[config.mk]
export PLATFORM = sky130hd
export DESIGN_NAME = mips_cpu_muldiv
export DESIGN_NICKNAME = d
export VERILOG_FILES = /design/src/rtl/mips_cpu_muldiv.sv
export SDC_FILE = /design/constraint.sdc
export NUM_CORES = 1
export LEC_CHECK = 0
export ABC_AREA = 1
export BUFFER_PORTS_ARGS = -buffer_cell sky130_fd_sc_hd__buf_2
export CAP_MARGIN = 20
export CORE_UTILIZATION = 40
export CTS_CLUSTER_DIAMETER = 120
export DETAILED_ROUTE_END_ITERATION = 16
export SETUP_SLACK_MARGIN = 0.1
export SKIP_CTS_REPAIR_TIMING = 1
export SLEW_MARGIN = 20
export SYNTH_ARGS = -nofsm -noshare
export SYNTH_HDL_FRONTEND = slang
export SYNTH_SLANG_ARGS = --single-unit
[constraint.sdc]
create_clock -name clk -period 4.4 [get_ports clk]
set_input_delay 0.22 -clock clk [delete_from_list [all_inputs] [get_ports clk]]
set_output_delay 0.22 -clock clk [all_outputs]
set_load 0.005 [all_outputs]
[src/rtl/mips_cpu_muldiv.sv]
// Iterative MIPS multiply/divide unit with HI/LO; retires BITS_PER_CYCLE bits per BUSY cycle.
// Define MIPS_MULDIV_EARLY_OUT_EN to let multiplies leave BUSY once the multiplier is exhausted.
module mips_cpu_muldiv #(
   parameter int WIDTH          = 32,
   parameter int BITS_PER_CYCLE = 1
) (
   input  logic             clk,
   input  logic             reset_n,
   input  logic             op_valid,
   output logic             op_ready,
   input  logic [2:0]       op,
   input  logic [WIDTH-1:0] rs,
   input  logic [WIDTH-1:0] rt,
   input  logic             flush,
   output logic [WIDTH-1:0] rd_data,
   output logic [WIDTH-1:0] hi,
   output logic [WIDTH-1:0] lo,
   output logic             busy,
   output logic             done
);
   localparam int N  = WIDTH / BITS_PER_CYCLE;
   localparam int CW = $clog2(N + 1);

   typedef enum logic [1:0] {S_IDLE, S_BUSY, S_FIX} state_t;

   state_t             state_q, state_d;
   logic [CW-1:0]      cnt_q, cnt_d;
   logic [2*WIDTH-1:0] acc_q, acc_d, mcand_q, mcand_d;
   logic [WIDTH-1:0]   mplier_q, mplier_d, rs_q, rs_d, hi_q, hi_d, lo_q, lo_d;
   logic               is_div_q, is_div_d, neg_q, neg_d, neg_rem_q, neg_rem_d;
   logic               div0_q, div0_d, done_q, done_d;

   logic               accept;
   logic [WIDTH-1:0]   a_mag, b_mag, quo_t;
   logic [WIDTH:0]     rem_t;
   logic [2*WIDTH-1:0] sum_t, prod_t;

   assign op_ready = (state_q == S_IDLE) && !flush;
   assign accept   = op_valid && op_ready;
   // op[1] marks the signed variants (MULT, DIV)
   assign a_mag    = (op[1] && rs[WIDTH-1]) ? -rs : rs;
   assign b_mag    = (op[1] && rt[WIDTH-1]) ? -rt : rt;
   assign hi       = hi_q;
   assign lo       = lo_q;
   assign busy     = (state_q != S_IDLE);
   assign done     = done_q;

   always_comb begin
      rd_data = '0;
      if (accept && op == 3'b110) rd_data = hi_q;
      else if (accept && op == 3'b111) rd_data = lo_q;
   end

   always_comb begin
      state_d   = state_q;
      cnt_d     = cnt_q;
      acc_d     = acc_q;
      mcand_d   = mcand_q;
      mplier_d  = mplier_q;
      rs_d      = rs_q;
      hi_d      = hi_q;
      lo_d      = lo_q;
      is_div_d  = is_div_q;
      neg_d     = neg_q;
      neg_rem_d = neg_rem_q;
      div0_d    = div0_q;
      done_d    = 1'b0;
      rem_t     = '0;
      quo_t     = '0;
      sum_t     = '0;
      prod_t    = '0;
      case (state_q)
         S_IDLE: begin
            if (accept) begin
               if (op[2]) begin
                  if (op[1:0] == 2'b00) hi_d = rs;
                  else if (op[1:0] == 2'b01) lo_d = rs;
               end else begin
                  state_d   = S_BUSY;
                  cnt_d     = CW'(N);
                  is_div_d  = !op[0];
                  neg_d     = op[1] && (rs[WIDTH-1] ^ rt[WIDTH-1]);
                  neg_rem_d = op[1] && rs[WIDTH-1];
                  div0_d    = (rt == '0);
                  rs_d      = rs;
                  acc_d     = '0;
                  mcand_d   = {{WIDTH{1'b0}}, (op[0] ? a_mag : b_mag)};
                  mplier_d  = op[0] ? b_mag : a_mag;
               end
            end
         end
         S_BUSY: begin
            cnt_d = cnt_q - CW'(1);
            if (is_div_q) begin
               // restoring division: acc low half is the remainder, mplier shifts dividend out / quotient in
               rem_t = {1'b0, acc_q[WIDTH-1:0]};
               quo_t = mplier_q;
               for (int j = 0; j < BITS_PER_CYCLE; j++) begin
                  rem_t = {rem_t[WIDTH-1:0], quo_t[WIDTH-1]};
                  quo_t = quo_t << 1;
                  if (rem_t >= {1'b0, mcand_q[WIDTH-1:0]}) begin
                     rem_t    = rem_t - {1'b0, mcand_q[WIDTH-1:0]};
                     quo_t[0] = 1'b1;
                  end
               end
               acc_d    = {{WIDTH{1'b0}}, rem_t[WIDTH-1:0]};
               mplier_d = quo_t;
            end else begin
               sum_t = acc_q;
               for (int j = 0; j < BITS_PER_CYCLE; j++) begin
                  if (mplier_q[j]) sum_t = sum_t + (mcand_q << j);
               end
               acc_d    = sum_t;
               mcand_d  = mcand_q << BITS_PER_CYCLE;
               mplier_d = mplier_q >> BITS_PER_CYCLE;
            end
            if (cnt_q == CW'(1)) state_d = S_FIX;
`ifdef MIPS_MULDIV_EARLY_OUT_EN
            if (!is_div_q && (mplier_q >> BITS_PER_CYCLE) == '0) state_d = S_FIX;
`endif
         end
         S_FIX: begin
            state_d = S_IDLE;
            done_d  = 1'b1;
            if (is_div_q) begin
               if (div0_q) begin
                  hi_d = rs_q;
                  lo_d = '1;
               end else begin
                  // most-negative / -1 falls out naturally: negating 2^(W-1) wraps to itself
                  lo_d = neg_q ? -mplier_q : mplier_q;
                  hi_d = neg_rem_q ? -acc_q[WIDTH-1:0] : acc_q[WIDTH-1:0];
               end
            end else begin
               prod_t = neg_q ? -acc_q : acc_q;
               hi_d   = prod_t[2*WIDTH-1:WIDTH];
               lo_d   = prod_t[WIDTH-1:0];
            end
         end
         default: state_d = S_IDLE;
      endcase
      if (flush && state_q != S_IDLE) begin
         state_d = S_IDLE;
         hi_d    = hi_q;
         lo_d    = lo_q;
         done_d  = 1'b0;
      end
   end

   always_ff @(posedge clk or negedge reset_n) begin
      if (!reset_n) begin
         state_q   <= S_IDLE;
         cnt_q     <= '0;
         acc_q     <= '0;
         mcand_q   <= '0;
         mplier_q  <= '0;
         rs_q      <= '0;
         hi_q      <= '0;
         lo_q      <= '0;
         is_div_q  <= 1'b0;
         neg_q     <= 1'b0;
         neg_rem_q <= 1'b0;
         div0_q    <= 1'b0;
         done_q    <= 1'b0;
      end else begin
         state_q   <= state_d;
         cnt_q     <= cnt_d;
         acc_q     <= acc_d;
         mcand_q   <= mcand_d;
         mplier_q  <= mplier_d;
         rs_q      <= rs_d;
         hi_q      <= hi_d;
         lo_q      <= lo_d;
         is_div_q  <= is_div_d;
         neg_q     <= neg_d;
         neg_rem_q <= neg_rem_d;
         div0_q    <= div0_d;
         done_q    <= done_d;
      end
   end
endmodule

# Yosys cells after proc, flatten, opt, wreduce, memory -nomap -nowiden
# Cells that the tools add are included.
# word_totals
reg_bits	269
latchBits	0
mem_bits_rw	0
rom_bits	0
input_bits	71
out_inout_bits	99
wordCells	112
mem_count	0
# op_classes
addsub	8
multipliers	0
div	0
order_cmp	1
n_eq_ne	17
n_shift	0
muxes	47
bitwise	3
n_reduce_logical	23
# ops
cell	count
32-bit 2-to-1 mux	23
64-bit 2-to-1 mux	8
64-bit case mux with 2 select lines	2
32-bit case mux with 2 select lines	3
32-bit negator	4
64-bit adder	1
64-bit negator	1
33-bit by 32-bit >= comparator with 1-bit output	1
32-bit logical NOT	1
32-bit subtractor	1
6-bit 2-to-1 mux	2
6-bit case mux with 2 select lines	1
2-bit inequality test, second input constant	5
3-bit AND reduction	3
1-bit logical AND	8
2-bit 2-to-1 mux	4
4-bit AND reduction	2
3-bit equality test, second input constant	2
6-bit by 1-bit equality test with 1-bit output, second input constant	1
3-bit by 2-bit inequality test with 1-bit output, second input constant	2
3-bit inequality test, second input constant	2
6-bit AND reduction	1
2-bit nonzero test	3
6-bit by 1-bit subtractor with 6-bit output, second input constant	1
10 further kinds	17

# Logic depth before layout (Yosys ltp)
# Gate-level depths: netlist of run 1.
# logic_depth
depth_word	6
ltp_mapped	18

# Worst setup path after synthesis of run 1
# No wires, ideal clock.
# synth_path
kind	register -> register
startpoint	reg acc_q[0]
endpoint	reg acc_q[62]
setup_time_ns	0.118
arrival_time_ns	2.179
t_required_ns	4.282
setup_slack_ns	2.103
stages_incl_launch_ff	16
path_buffers	0
synth_period_minus_slack_ns	2.297
cell_sequence	dfrtp_1 -> ha_1 -> inv_1 -> fa_1 -> o21ai_0 -> nand2_1 -> nand2_1 -> nand2_1 -> nand2_1 -> nand2_1 -> nand2_1 -> nand3_1 -> nand2_1 -> nand2_1 -> nand3_1 -> nand2_1
# synth_via
elab_chain_len	4
# synth_rtl
item	line_no	rtl
start: declaration	28	logic [2*WIDTH-1:0] acc_q, acc_d, mcand_q, mcand_d;
start signal: assignment	154	acc_q <= '0;
start signal: assignment	168	acc_q <= acc_d;
64-bit adder	111	if (mplier_q[j]) sum_t = sum_t + (mcand_q << j);
64-bit 2-to-1 mux	111	
64-bit 2-to-1 mux	94	if (is_div_q) begin
64-bit case mux with 2 select lines	72	case (state_q)
# No other way between the ends. The select of a mux whose other input is x is not followed.
# A chain may end at the register's enable or synchronous reset.

# Worst setup path after layout of run 1
# layout_path
startpoint	reg acc_q[0]
endpoint	reg acc_q[30]
# layout_via
elab_chain_len	4
elab_cells_between_ends	7
# layout_rtl
item	line_no
64-bit adder (tied with other cells)	111
64-bit 2-to-1 mux or 32-bit 2-to-1 mux (tied branches)	111, 101
64-bit 2-to-1 mux *	94
64-bit case mux with 2 select lines *	72
# Every way passes the cells marked *; elsewhere a longest branch is shown, timed or not. The select of a mux whose other input is x is not followed.

==> impl_metrics.env, run 1 <==
export IMPL_slew_headroom_pct=14.55
export IMPL_p_int_uw=8505
export IMPL_fmaxAchievable_mhz=321.1
export IMPL_gr_total_overflow=0
export IMPL_fin_skew_ns=0.02663
export IMPL_finish_utilization_pct=45.01
export IMPL_async_reset_ff_share_pct=100.0
export IMPL_numClockSinks=269
export IMPL_tns_ns=0
export IMPL_setup_viol_count_final=0
export IMPL_groute_usage_overall_pct=37.58
export IMPL_synth_main_ff_cell="dfrtp_1"
export IMPL_start_util_pct=40.36
export IMPL_yosysUniqueCellTypes=44
export IMPL_seqCellArea_sq_um=6734
export IMPL_period_share_pct=70.79
export IMPL_via_per_inst=5.771
export IMPL_synth_area_per_cell_sq_um=5.878
export IMPL_synth_most_common_cell="nand2_1"
export IMPL_ir_drop_v=0.0003006
export IMPL_hold_slack_ns=-0.02254
export IMPL_status="finished with violations"
export IMPL_grt_pass1_wl_um=188400
export IMPL_htree_levels=2
export IMPL_gp_congestion=1.068
export IMPL_synth_seq_cells=269
export IMPL_cts_buffers=35
export IMPL_syn_inst=4514
export IMPL_clockPowerShare_pct=16.6
export IMPL_yosysTopAreaCell="dfrtp_1"
export IMPL_dieWidth_um=259.5
export IMPL_vias=31760
export IMPL_p_seq_share_pct=24.6
export IMPL_synth_nets=4688
export IMPL_fp_dieH_um=259.5
export IMPL_fin_area_sq_um=29590
export IMPL_cts_root_buffer_cell="clkbuf_16"
export IMPL_drv_cap=0
export IMPL_area_growth_pct=11.54
export IMPL_grt_pass1_vias=28810
export IMPL_synth_edff_count=0
export IMPL_ant_nets=0
export IMPL_fillerInstances=7218
export IMPL_multi_input_comb_area_sq_um=16840
export IMPL_period_needed_ns=3.115
export IMPL_fin_cells=5503
export IMPL_antenna_found_initial=4
export IMPL_num_nets_final=4790
export IMPL_first_pass_iters=6
export IMPL_portBuffers=169
export IMPL_dpl_cell_area_sq_um=28280
export IMPL_hold_path_class="primary input to flip-flop"
export IMPL_netlist_top_cells_area="dfrtp_1, nand2_1, nand3_1"
export IMPL_p_sw_uw=10490
export IMPL_netlist_area_sq_um=26530
export IMPL_yosysTopAreaCellShare_pct=25.37
export IMPL_rows=94
export IMPL_p_comb_share_pct=58.8
export IMPL_yosysSeqAreaShare_pct=25.37
export IMPL_drt_iter0_markers=4218
export IMPL_cp_max_fo=6
export IMPL_dp_hpwl_um=104000
export IMPL_crit_required_ns=4.91
export IMPL_p_leak_uw=0.01524
export IMPL_drive_above_1_share_pct=6.833
export IMPL_rsz0062_at_grt="false"
export IMPL_clkTransAtPathRegs_ns=0.06
export IMPL_ys_warn_count=0
export IMPL_maxSlewViolCount=0
export IMPL_die_area_sq_um=67360
export IMPL_num_antenna_cells=0
export IMPL_clk_latency_ns=0.58
export IMPL_hold_violations=2
export IMPL_dpl_cell_count=5435
export IMPL_drc=0
export IMPL_setup_worst_path_end_class="flip-flop"
export IMPL_avgRoutedWirePerCell_um=23.48
export IMPL_swShare_pct=55.23
export IMPL_finalWirelength_um=129200
export IMPL_worstMarginPinSlew_ns=1.262
export IMPL_path_class="flip-flop to flip-flop"
export IMPL_crit_arrival_ns=3.62
export IMPL_synthTopCellsByCount="nand2_1, inv_1, nor2_1, nand3_1, a21oi_1"
export IMPL_io_pins=170
export IMPL_grt_max_degree=112
export IMPL_core_sq_um=65750
export IMPL_cts_tree="built"
export IMPL_powerDensity_nw_per_um2=642.0
export IMPL_clockBufferDepth=3
export IMPL_worstSetupStartpointType="flip-flop"
export IMPL_violations="hold timing"
## registers in the layout, summed over array words and instances (netlist names)
register	flops
state_q	2
lo	32
hi	32
is_div_q	1
mplier_q	32
neg_q	1
acc_q	64
mcand_q	64
neg_rem_q	1
rs_q	32
done	1
cnt_q	6
div0_q	1
## power by group through the flow
| stage | registers (uW) | clock network, uW | logic, uW |
|---|---|---|---|
| after floorplan | 4020 | 0 | 7130 |
| after global placement | 4630 | 0 | 10800 |
| after detailed placement | 4630 | 0 | 10700 |
| after CTS | 4610 | 3170 | 10800 |
| after global routing | 4720 | 3260 | 12200 |
| final | 4680 | 3150 | 11200 |
## cells in the final DEF, fill, tap and decap left out, types with 6 or more instances in the layout
cell,netlist,routed
nand2_1,1268,1268
inv_1,612,611
nor2_1,583,576
nand3_1,465,465
a21oi_1,285,285
o21ai_0,273,273
dfrtp_1,269,267
buf_2,12,168
ha_1,101,101
o22ai_1,72,72
xor2_1,70,70
a22oi_1,65,65
nand4_1,46,46
buf_4,1,43
clkbuf_16,0,35
o211ai_1,34,34
nor3_1,33,33
a221oi_1,29,29
o21ai_1,24,24
o21bai_1,17,17
a21boi_0,16,16
inv_2,14,15
nand3b_1,15,15
nor2_2,5,11
or2_2,10,10
and2_1,8,8
dlygate4sd3_1,0,8
clkbuf_8,0,7
o21a_1,6,6
## worst max-delay path: stages, from the launching register on
cell and delay [ns]:
dfrtp_1 0.52, ha_1 0.22, inv_1 0.07, fa_1 0.38, o21ai_0 0.67, nand2_1 0.10
nand2_1 0.14, nand2_1 0.07, nand2_1 0.16, nand2_1 0.10, nand2_1 0.14, nand2_1 0.06
nand3_1 0.11, nand2_1 0.09, inv_1 0.10, nand2_1 0.05, nand2_1 0.04
## final cells by class
| cell class | instances | area share, % |
|---|---|---|
| sequential | 269 | 22.75 |
| multi-input combinational | 3458 | 56.91 |
| inverter | 627 | 7.953 |
| timing repair buffer | 225 | 4.575 |
| tap | 864 | 3.653 |
| clock inverter | 13 | 0.8033 |
| clock buffer | 47 | 3.349 |
## metrics by stage
stage | hold WS, ns | setup slack [ns] | total power (uW)
floorplan | -0.07559 | 2.103 | 11150
global placement | 0.3272 | 1.386 | 15420
detailed placement | 0.3228 | 1.364 | 15370
CTS | -0.2835 | 1.342 | 18560
global route | 0.007956 | 1.022 | 20140
finish | -0.02254 | 1.285 | 19000
## final timing paths
kind / from / endpoint / slack (ns) / depth (start not counted)
worst max-delay path: acc_q[0]$_DFFE_PN0P_ / acc_q[30]$_DFFE_PN0P_ / 1.29 / 16
worst min-delay path: rs[0] / mcand_q[0]$_DFFE_PN0P_ / -0.02 / 3
max in group asynchronous: reset_n / mcand_q[15]$_DFFE_PN0P_ / 3.03 / 3
worst min register to register: rs_q[19]$_DFFE_PN0P_ / rs_q[19]$_DFFE_PN0P_ / 0.50 / 2
min in group asynchronous: reset_n / lo[17]$_DFFE_PN0P_ / 0.25 / 2
worst max register to register: acc_q[0]$_DFFE_PN0P_ / acc_q[30]$_DFFE_PN0P_ / 1.29 / 16
## logic make-up (layout without fill, tap and decap cells)
kind of cell             after synthesis  count (layout)  synth area share (%)
AND/OR/NAND/NOR                     2444            2444                 38.00
AO/OA/AOI/OAI                        838             838                 18.07
buffers and inverters                787             912                 11.23
flip-flops                           269             269                 25.37
adder cells (fa/ha/maj)              103             103                 4.914
XOR/XNOR                              73              73                 2.410
## layer usage
metal  track usage, %  wire length, um
met5                0               55
met4            15.59             5933
met3            6.385            12460
met2            56.27            54880
met1            53.04            55880
No activity file was read; power rests on OpenSTA's default activity.
==> inputs of run 2 (changes only) <==
==> constraint.sdc (replaced) <==
create_clock -name clk -period 2.75 [get_ports clk]
set_input_delay 0.1375 -clock clk [delete_from_list [all_inputs] [get_ports clk]]
set_output_delay 0.1375 -clock clk [all_outputs]
set_load 0.005 [all_outputs]
==> run 2 against run 1 <==
The run still ends with hold timing left. Total power up 71%. Sequential power increased by 49%. Utilization grew 3.3 points. Clock power rose by 59%. First-iteration DRC count fell by 1.5%. Cell count grew 3.9%. Via count rose by 2.6%. Fmax increased by 19%. Critical path depth down 7. Register-to-register slack got worse by 1.1 ns. Combinational power increased by 82%. Largest power group unchanged.
==> impl_metrics.env, run 2 (same netlist as run 1, synthesis figures left out) <==
export IMPL_fin_skew_ns=0.02432
export IMPL_maxSlewViolCount=0
export IMPL_p_int_uw=15130
export IMPL_htree_levels=2
export IMPL_core_sq_um=65750
export IMPL_reg_top3="acc_q x64, mcand_q x64"
export IMPL_dp_hpwl_um=105700
export IMPL_io_pins=170
export IMPL_start_util_pct=40.36
export IMPL_period_share_pct=94.96
export IMPL_crit_family="compound AO/OA/AOI/OAI gates"
export IMPL_swShare_pct=53.35
export IMPL_drc=0
export IMPL_wl_met1_um=55800
export IMPL_avgRoutedWirePerCell_um=23.03
export IMPL_wl_met3_um=13330
export IMPL_tns_ns=0
export IMPL_worstMarginPinSlew_ns=1.169
export IMPL_p_total_uw=32430
export IMPL_numClockSinks=269
export IMPL_drt_iter0_markers=4154
export IMPL_crit_arrival_ns=3.10
export IMPL_cpMaxStageDelayCell="a221oi_1"
export IMPL_cts_root_buffer_cell="clkbuf_16"
export IMPL_groute_usage_overall_pct=38.11
export IMPL_grt_pass1_vias=29550
export IMPL_clk_latency_ns=0.58
export IMPL_worstSetupStartpointType="flip-flop"
export IMPL_fillerInstances=7116
export IMPL_portBuffers=169
export IMPL_die_area_sq_um=67360
export IMPL_cts_buffers=36
export IMPL_p_seq_share_pct=21.5
export IMPL_drive_above_1_share_pct=12.91
export IMPL_top_layer_used="met5"
export IMPL_first_pass_iters=8
export IMPL_path_common_cell="buf_4"
export IMPL_fmaxAchievable_mhz=382.9
export IMPL_status="finished with violations"
export IMPL_grt_max_degree=89
export IMPL_hold_path_class="primary input to flip-flop"
export IMPL_fin_area_sq_um=31760
export IMPL_path_class="flip-flop to flip-flop"
export IMPL_powerDensity_nw_per_um2=1021
export IMPL_grt_pass1_wl_um=191300
export IMPL_fin_cells=5715
export IMPL_p_sw_uw=17300
export IMPL_dpl_cell_area_sq_um=29830
export IMPL_cp_max_fo=10
export IMPL_hold_violations=2
export IMPL_period_needed_ns=2.611
export IMPL_gr_total_overflow=0
export IMPL_final_common_cell="nand2_1"
export IMPL_num_nets_final=4995
export IMPL_hold_slack_ns=-0.003445
export IMPL_dieWidth_um=259.5
export IMPL_dpl_cell_count=5614
export IMPL_p_comb_share_pct=63.0
export IMPL_crit_required_ns=3.24
export IMPL_layout_common_cells="nand2_1, inv_1, nor2_1, nand3_1, a21oi_1"
export IMPL_gp_congestion=1.057
export IMPL_setup_viol_count_final=0
export IMPL_clockPowerShare_pct=15.5
export IMPL_path_cells="buf_4 > inv_2 > nor2_4 > inv_2 > buf_4 > a221oi_1 > o21ai_0 > buf_4 > o21ai_0"
export IMPL_violations="hold timing"
export IMPL_dr_wl_met2_um=55450
export IMPL_critPathMaxStageDelay_ns=0.72
export IMPL_fp_dieH_um=259.5
export IMPL_area_growth_pct=19.69
export IMPL_cts_tree="built"
export IMPL_via_per_inst=5.703
export IMPL_setup_worst_path_end_class="flip-flop"
export IMPL_slew_headroom_pct=20.81
export IMPL_clkTransAtPathRegs_ns=0.06
export IMPL_p_leak_uw=0.01633
export IMPL_finalWorstSetupSlack_ns=0.1386
export IMPL_antenna_found_initial=3
export IMPL_ant_nets=0
export IMPL_clockBufferDepth=3
export IMPL_cp_num_buf_inv=5
export IMPL_rows=94
export IMPL_rsz0062_at_grt="true"
export IMPL_drv_cap=0
export IMPL_vias=32590
export IMPL_finalWirelength_um=131600
export IMPL_ir_drop_v=0.0004179
export IMPL_dpl_worst_slack_ns=-0.1665
run 2: area by class of cell:
cell class              count  area [sq um]  area share (%)
diodes                      3         7.507         0.02364
clock buffers              52          1092           3.440
clock inverters            13         135.1          0.4255
inverters                 627          2364           7.443
multi-input cells        3458         17200           54.16
flip-flops and latches    269          6749           21.25
well taps                 864          1081           3.404
repair buffers            429          3127           9.846
run 2: per-stage QoR:
stage	hold WS (ns)	util, %
2_1_floorplan	-0.1581	-
3_3_place_gp	0.1458	45.38
3_5_place_dp	0.1370	45.38
4_1_cts	-0.4518	47.24
5_1_grt	0.0001995	48.29
6_report	-0.003445	48.30
run 2: power by group through the flow:
stage	Sequential, uW	Combinational [uW]	Clock, uW
floorplan	6440	11400	0
global route	7090	22200	5200
detailed placement	6930	19100	0
global placement	6920	19200	0
CTS	6890	19200	5050
finish	6960	20400	5020
run 2: layer usage:
metal,GRT usage [%],vias up
met1,53.22,15260
met5,0,-
li1,-,15330
met3,6.903,279
met2,56.39,1720
met4,18.12,2
run 2: worst reg2reg max path, delay by kind of cell, from the launching register on:
family | cells | cell delay, ns
compound gates | 3 | 1.25
buf+inv | 5 | 0.73
flops | 1 | 0.38
simple gates | 1 | 0.15
run 2: final timing paths:
check | start | slack (ns) | end | depth (start not counted)
max reg2reg | state_q[1]$_DFFE_PN0P_ | 0.14 | lo[0]$_DFFE_PN0P_ | 9
min | rs[17] | -0.003 | rs_q[17]$_DFFE_PN0P_ | 3
max in group asynchronous | reset_n | 1.75 | acc_q[60]$_DFFE_PN0P_ | 3
max | state_q[1]$_DFFE_PN0P_ | 0.14 | lo[0]$_DFFE_PN0P_ | 9
min in group asynchronous | reset_n | 0.13 | hi[8]$_DFFE_PN0P_ | 2
min reg2reg | rs_q[0]$_DFFE_PN0P_ | 0.50 | rs_q[0]$_DFFE_PN0P_ | 2
